[src/rtl/lsu_mem_ctrl_if.sv]
// lsu_mem_ctrl_if: CPU request/response handshake plus the word-addressed data_mem port.
interface lsu_mem_ctrl_if #(parameter int ADDR_W = 11);
    logic              req_valid;
    logic              req_ready;
    logic              req_we;
    logic [1:0]        req_size;
    logic              req_unsigned;
    logic [31:0]       req_addr;
    logic [31:0]       req_wdata;
    logic              resp_valid;
    logic              resp_ready;
    logic [31:0]       resp_rdata;
    logic              resp_err;
    logic              mem_we;
    logic [ADDR_W-1:0] mem_addr;
    logic [31:0]       mem_wdata;
    logic [31:0]       mem_rdata;
    modport slave (
        input  req_valid, req_we, req_size, req_unsigned, req_addr, req_wdata, resp_ready, mem_rdata,
        output req_ready, resp_valid, resp_rdata, resp_err, mem_we, mem_addr, mem_wdata
    );
    modport master (
        output req_valid, req_we, req_size, req_unsigned, req_addr, req_wdata, resp_ready, mem_rdata,
        input  req_ready, resp_valid, resp_rdata, resp_err, mem_we, mem_addr, mem_wdata
    );
endinterface

[src/rtl/lsu_mem_ctrl.sv]
// lsu_mem_ctrl: serialized load/store initiator for data_mem; sub-word stores use read-modify-write
// and load results are lane-aligned and sign/zero-extended.
module lsu_mem_ctrl #(
    parameter int ADDR_W = 11
) (
    input logic           clk,
    input logic           rst,
    lsu_mem_ctrl_if.slave bus_if
);
    typedef enum logic [1:0] {IDLE, RD, WR, RESP} state_e;
    state_e            state_q, state_d;
    logic              we_q, uns_q, err_q;
    logic [1:0]        size_q, lane_q;
    logic [ADDR_W-1:0] waddr_q;
    logic [31:0]       wdata_q, word_q;
    logic              acc, bad;
    logic [4:0]        sh;
    logic [31:0]       lane_w, ld, mask, merged;
    assign acc = bus_if.req_valid && state_q == IDLE;
    assign bad = bus_if.req_size == 2'b11
              || (bus_if.req_size == 2'b01 && bus_if.req_addr[0])
              || (bus_if.req_size == 2'b10 && bus_if.req_addr[1:0] != 2'b00)
              || (bus_if.req_addr >> (ADDR_W + 2)) != 32'd0;
    always_ff @(posedge clk) begin
        if (rst) begin
            state_q <= IDLE;
            we_q    <= 1'b0;
            uns_q   <= 1'b0;
            err_q   <= 1'b0;
            size_q  <= 2'b00;
            lane_q  <= 2'b00;
            waddr_q <= '0;
            wdata_q <= 32'd0;
            word_q  <= 32'd0;
        end else begin
            state_q <= state_d;
            if (acc) begin
                we_q    <= bus_if.req_we;
                uns_q   <= bus_if.req_unsigned;
                err_q   <= bad;
                size_q  <= bus_if.req_size;
                lane_q  <= bus_if.req_addr[1:0];
                waddr_q <= bus_if.req_addr[ADDR_W+1:2];
                wdata_q <= bus_if.req_wdata;
            end
            if (state_q == RD) word_q <= bus_if.mem_rdata;
        end
    end
    // Word stores skip RD: nothing of the old word survives the write.
    always_comb begin
        state_d = state_q;
        case (state_q)
            IDLE:    state_d = !acc ? IDLE
                             : bad ? RESP
                             : (bus_if.req_we && bus_if.req_size == 2'b10) ? WR : RD;
            RD:      state_d = we_q ? WR : RESP;
            WR:      state_d = RESP;
            default: state_d = bus_if.resp_ready ? IDLE : RESP;
        endcase
    end
    always_comb begin
        sh     = {lane_q, 3'b000};
        lane_w = word_q >> sh;
        ld     = size_q == 2'b00 ? {{24{~uns_q & lane_w[7]}}, lane_w[7:0]}
               : size_q == 2'b01 ? {{16{~uns_q & lane_w[15]}}, lane_w[15:0]}
               : word_q;
        mask   = (size_q == 2'b00 ? 32'h0000_00FF : 32'h0000_FFFF) << sh;
        merged = size_q == 2'b10 ? wdata_q : (word_q & ~mask) | ((wdata_q << sh) & mask);
        bus_if.req_ready  = state_q == IDLE;
        bus_if.resp_valid = state_q == RESP;
        bus_if.resp_err   = state_q == RESP && err_q;
        bus_if.resp_rdata = (state_q == RESP && !err_q && !we_q) ? ld : 32'd0;
        bus_if.mem_we     = state_q == WR;
        bus_if.mem_addr   = (state_q == RD || state_q == WR) ? waddr_q : '0;
        bus_if.mem_wdata  = state_q == WR ? merged : 32'd0;
    end
endmodule

[src/flat_wrapper.sv]
// flat-port wrapper written by rule: the top's interface ports become plain ports
module lsu_mem_ctrl_flat 
#(
    parameter int ADDR_W = 11
)
  (clk, rst, bus_if_req_valid, bus_if_req_we, bus_if_req_size, bus_if_req_unsigned, bus_if_req_addr, bus_if_req_wdata, bus_if_resp_ready, bus_if_mem_rdata, bus_if_req_ready, bus_if_resp_valid, bus_if_resp_rdata, bus_if_resp_err, bus_if_mem_we, bus_if_mem_addr, bus_if_mem_wdata);
  lsu_mem_ctrl_if #(.ADDR_W(ADDR_W)) bus_if_i ();
  input logic clk;
  input logic rst;
  input wire logic [$bits(bus_if_i.req_valid)-1:0] bus_if_req_valid;
  input wire logic [$bits(bus_if_i.req_we)-1:0] bus_if_req_we;
  input wire logic [$bits(bus_if_i.req_size)-1:0] bus_if_req_size;
  input wire logic [$bits(bus_if_i.req_unsigned)-1:0] bus_if_req_unsigned;
  input wire logic [$bits(bus_if_i.req_addr)-1:0] bus_if_req_addr;
  input wire logic [$bits(bus_if_i.req_wdata)-1:0] bus_if_req_wdata;
  input wire logic [$bits(bus_if_i.resp_ready)-1:0] bus_if_resp_ready;
  input wire logic [$bits(bus_if_i.mem_rdata)-1:0] bus_if_mem_rdata;
  output wire logic [$bits(bus_if_i.req_ready)-1:0] bus_if_req_ready;
  output wire logic [$bits(bus_if_i.resp_valid)-1:0] bus_if_resp_valid;
  output wire logic [$bits(bus_if_i.resp_rdata)-1:0] bus_if_resp_rdata;
  output wire logic [$bits(bus_if_i.resp_err)-1:0] bus_if_resp_err;
  output wire logic [$bits(bus_if_i.mem_we)-1:0] bus_if_mem_we;
  output wire logic [$bits(bus_if_i.mem_addr)-1:0] bus_if_mem_addr;
  output wire logic [$bits(bus_if_i.mem_wdata)-1:0] bus_if_mem_wdata;
  assign bus_if_i.req_valid = bus_if_req_valid;
  assign bus_if_i.req_we = bus_if_req_we;
  assign bus_if_i.req_size = bus_if_req_size;
  assign bus_if_i.req_unsigned = bus_if_req_unsigned;
  assign bus_if_i.req_addr = bus_if_req_addr;
  assign bus_if_i.req_wdata = bus_if_req_wdata;
  assign bus_if_i.resp_ready = bus_if_resp_ready;
  assign bus_if_i.mem_rdata = bus_if_mem_rdata;
  assign bus_if_req_ready = bus_if_i.req_ready;
  assign bus_if_resp_valid = bus_if_i.resp_valid;
  assign bus_if_resp_rdata = bus_if_i.resp_rdata;
  assign bus_if_resp_err = bus_if_i.resp_err;
  assign bus_if_mem_we = bus_if_i.mem_we;
  assign bus_if_mem_addr = bus_if_i.mem_addr;
  assign bus_if_mem_wdata = bus_if_i.mem_wdata;
  lsu_mem_ctrl #(.ADDR_W(ADDR_W)) u_core (.clk(clk), .rst(rst), .bus_if(bus_if_i));
endmodule
[config.mk]
export PLATFORM = sky130hd
export DESIGN_NAME = lsu_mem_ctrl_flat
export DESIGN_NICKNAME = d
export VERILOG_FILES = /design/src/rtl/lsu_mem_ctrl_if.sv /design/src/rtl/lsu_mem_ctrl.sv /design/src/flat_wrapper.sv
export SDC_FILE = /design/constraint.sdc
export NUM_CORES = 1
export LEC_CHECK = 0
export CORE_ASPECT_RATIO = 1.4
export CORE_MARGIN = 2
export CORE_UTILIZATION = 48
export CTS_BUF_LIST = sky130_fd_sc_hd__clkbuf_16
export CTS_CLUSTER_DIAMETER = 60
export CTS_CLUSTER_SIZE = 28
export DETAILED_ROUTE_END_ITERATION = 8
export PLACE_DENSITY = 0.87
export SYNTH_ARGS = -nofsm -noshare
export SYNTH_HDL_FRONTEND = slang
export SYNTH_SLANG_ARGS = --single-unit
[constraint.sdc]
create_clock -name clk -period 5.75 [get_ports clk]
set_input_delay 1.15 -clock clk [delete_from_list [all_inputs] [get_ports clk]]
set_output_delay 1.15 -clock clk [all_outputs]
set_load 0.02 [all_outputs]
==> results.toml <==
[setup_path]
critPathMaxFanout = 20
crit_family = "compound AO/OA/AOI/OAI gates"
required_ps = 4600
r2r_start = "u_core.state_q[1]"
crit_path_end = "bus_if_resp_rdata[21]"
path_buf_inv = 1
cp-start-kind = "register"
path_depth = 5
reg2reg_to = "u_core.word_q[8]"
path_cells = "mux4_2 > nand2_2 > a2111oi_4 > a21o_1 > clkdlybuf4s50_1"
crit_path_max_incr_delay_ps = 910
setup.worst_path.end_class = "output pin"
crit_type = "register to output pin"
r2r_cells = 4
critPathSlowestCell = "a2111oi_4"
r2r_slack_ps = 3890
arrival_ps = 3360
cp-startpoint = "u_core.lane_q[1]"

[route]
drt-pass1-iter-count = 5
met3_length_um = 1233
top_layer_used = "met4"
ant_nets = 0
routed_wl_um = 16000
drc = 0
viasPerCell = 5.750
route.met2.wl_um = 8120
drt_iter0_drc = 319
vias = 4962
wl_per_cell_um = 18.54
wl_met1_um = 5949

[cells_and_area]
fin_util = 0.7103
design_area_mm2 = 0.006719
insertedDiodeCount = 0
final_cells = 863
drive_gt1_frac = 0.04382
area_growth_syn_to_layout_pct = 43.35
nets = 856

[global_route]
antenna_found_initial = 0
grtUsageTotal = 0.3017
grt_pass1_wl_um = 24560
grt_max_degree = 84
grt_pass1_vias = 4984
grt_overflow = 0

[sta]
slew_headroom = 0.2727
hold_violations = 0
min_period_ps = 4506
setup_viol = 0
tns_ps = 0
rsz0062_at_grt = "no"
tightestPinTransition_ps = 1089
max_freq_mhz = 221.9
post-route-period-util = 0.7836
finalClockSkew_ps = 3.473
report.final.slew_viol_count = 0

[logic_synthesis]
synth_top_cell_by_area = "dfxtp_1"
yosysWarnings = 0
syn_area_mm2 = 0.004687
yosysUniqueCellTypes = 45
synth_edf_count = 0
ys.flop_type = "dfxtp_1"
synth_area_leaders = "dfxtp_1, mux2i_1, nand2_1"
synth_cells = 601
synthArstFlopShare = 0
netlist.area_leader.share = 0.3588
ys_ff_latch = 84
avgSynthCellArea_um2 = 7.799
ys_seq_area_frac = 0.3588
syn_nets = 709

[die]
coreArea_mm2 = 0.009459
dieArea_mm2 = 0.01058
die_w_um = 87.52
io_pins = 183
die_y_um = 120.9
fp-row-count = 42
start_util = 0.4955

[clocking]
cts_buffers = 9
cts_resized = 0
cts-root-buf = "clkbuf_16"
cts.path.max_buffers = 2
cts-htree-levels = 3
clk_pin_slew_ps = 60
numClockSinks = 84
post_cts_buffers = 0
cts-hold-fix-buffers = 0
cts_tree = "done"
clkLatencyLatePin_ps = 340

[placement]
routabilityCongestion = 0.8440
portBuffers = 182
place_area_mm2 = 0.006457
dp.final_hpwl_um = 11900
placedCellCount = 847

[power_and_ir_drop]
power_leakage_nw = 2.452
p_per_area_mw_per_mm2 = 359.1
clkPwrFrac = 0.213
p_sw_uw = 969.2
finalPower_mw = 2.413
pwr-share-seq = 0.359
ir_drop_mv = 0.4323
p_sw_frac = 0.4017
p_int_mw = 1.444
pwr-share-comb = 0.428

[job]
drv_cap = 0

[run_status]
status = "finished, final reports clean"

[worst_hold_path]
hp-class = "register to register"
[logic make-up after synthesis]
family	Yosys count	share of synthesized area
simple gates	225	0.2029
compound gates	161	0.2285
flops	84	0.3588
mux	66	0.1439
buf+inv	61	0.05526
fa+ha+maj	4	0.01068
[sequential cells by signal, indices dropped and copies added (netlist names)]
register,flops
u_core.word_q,32
u_core.wdata_q,32
u_core.waddr_q,11
u_core.we_q,1
u_core.size_q,2
u_core.lane_q,2
u_core.err_q,1
u_core.uns_q,1
u_core.state_q,2
[stage by stage]
stage / hold WS [ps] / setup slack (ps)
floorplan: 431.7 / 2645
global placement: 438.5 / 1732
detailed placement: 442.2 / 1651
CTS: 450.2 / 1262
global route: 479.1 / 1055
finish: 448.5 / 1244
[cell type report]
class | instances | area, µm²
clock buffers | 9 | 225.2
clock inverters | 7 | 36.28
fillers | 780 | 2740
inverters | 11 | 41.29
multi-input cells | 456 | 2750
flip-flops and latches | 84 | 1682
well taps | 110 | 137.6
repair buffers | 186 | 1847
[how the worst min path moves through the flow]
stage	slack, ps	start	to	depth (start not counted)
finish	450	u_core.waddr_q[6]	u_core.waddr_q[6]	2
floorplan	430	u_core.waddr_q[0]	u_core.waddr_q[0]	2
CTS	450	u_core.waddr_q[6]	u_core.waddr_q[6]	2
global route	480	u_core.waddr_q[6]	u_core.waddr_q[6]	2
detailed placement	440	u_core.waddr_q[6]	u_core.waddr_q[6]	2
global placement	440	u_core.waddr_q[7]	u_core.waddr_q[7]	2
[power by group through the flow]
stage	Clock, mW	Sequential [mW]	Combinational (mW)
after floorplan	0	0.792	0.731
after global placement	0	0.866	1.00
after detailed placement	0	0.871	1.02
after CTS	0.519	0.861	1.03
after global routing	0.542	0.881	1.12
final	0.514	0.867	1.03
[placed cells by master, fill, tap and decap left out, types with 2 or more instances in the layout]
| cell | count |
|---|---|
| nor4_1 | 4 |
| clkinv_2 | 2 |
| mux2i_1 | 64 |
| inv_1 | 13 |
| a221oi_1 | 2 |
| clkinvlp_4 | 2 |
| dfxtp_1 | 84 |
| clkbuf_16 | 9 |
| o221a_2 | 7 |
| nor2b_1 | 10 |
| o21ai_1 | 2 |
| and2_1 | 13 |
| a222oi_1 | 6 |
| and3_1 | 2 |
| nand2_1 | 119 |
| ha_1 | 3 |
| or2b_1 | 2 |
| nor2_1 | 63 |
| buf_4 | 4 |
| o221ai_1 | 7 |
| a21o_1 | 16 |
| nand2b_1 | 2 |
| nor3_1 | 3 |
| a21oi_1 | 67 |
| clkdlybuf4s50_1 | 181 |
| a211oi_1 | 9 |
| o21a_1 | 6 |
| o31ai_1 | 4 |
| a31oi_1 | 3 |
| a22o_1 | 7 |
| o21ai_0 | 19 |
[synth_stat cells, types with 7 or more instances]
library cell  number
a211oi_1           9
a21o_1            16
a21oi_1           67
a22o_1             7
and2_1            14
clkbuf_1          34
dfxtp_1           84
inv_1             11
mux2i_1           64
nand2_1          119
nor2_1            63
nor2b_1           10
o21ai_0           19
o221a_2            7
o221ai_1           7
[routing by layer]
metal | vias to the layer above | track usage
li1 | 2389 | -
met5 | - | 0
met4 | 0 | 0.1510
met3 | 49 | 0.06599
met2 | 253 | 0.5137
met1 | 2271 | 0.3498
[tightest hold or removal path: cells and delay by family, from the launching register on]
kind	cells	cell delay (ps)
compound gates	1	50
simple gates	1	50
flops	1	300
Note: power is estimated with default switching activity, not from simulation.
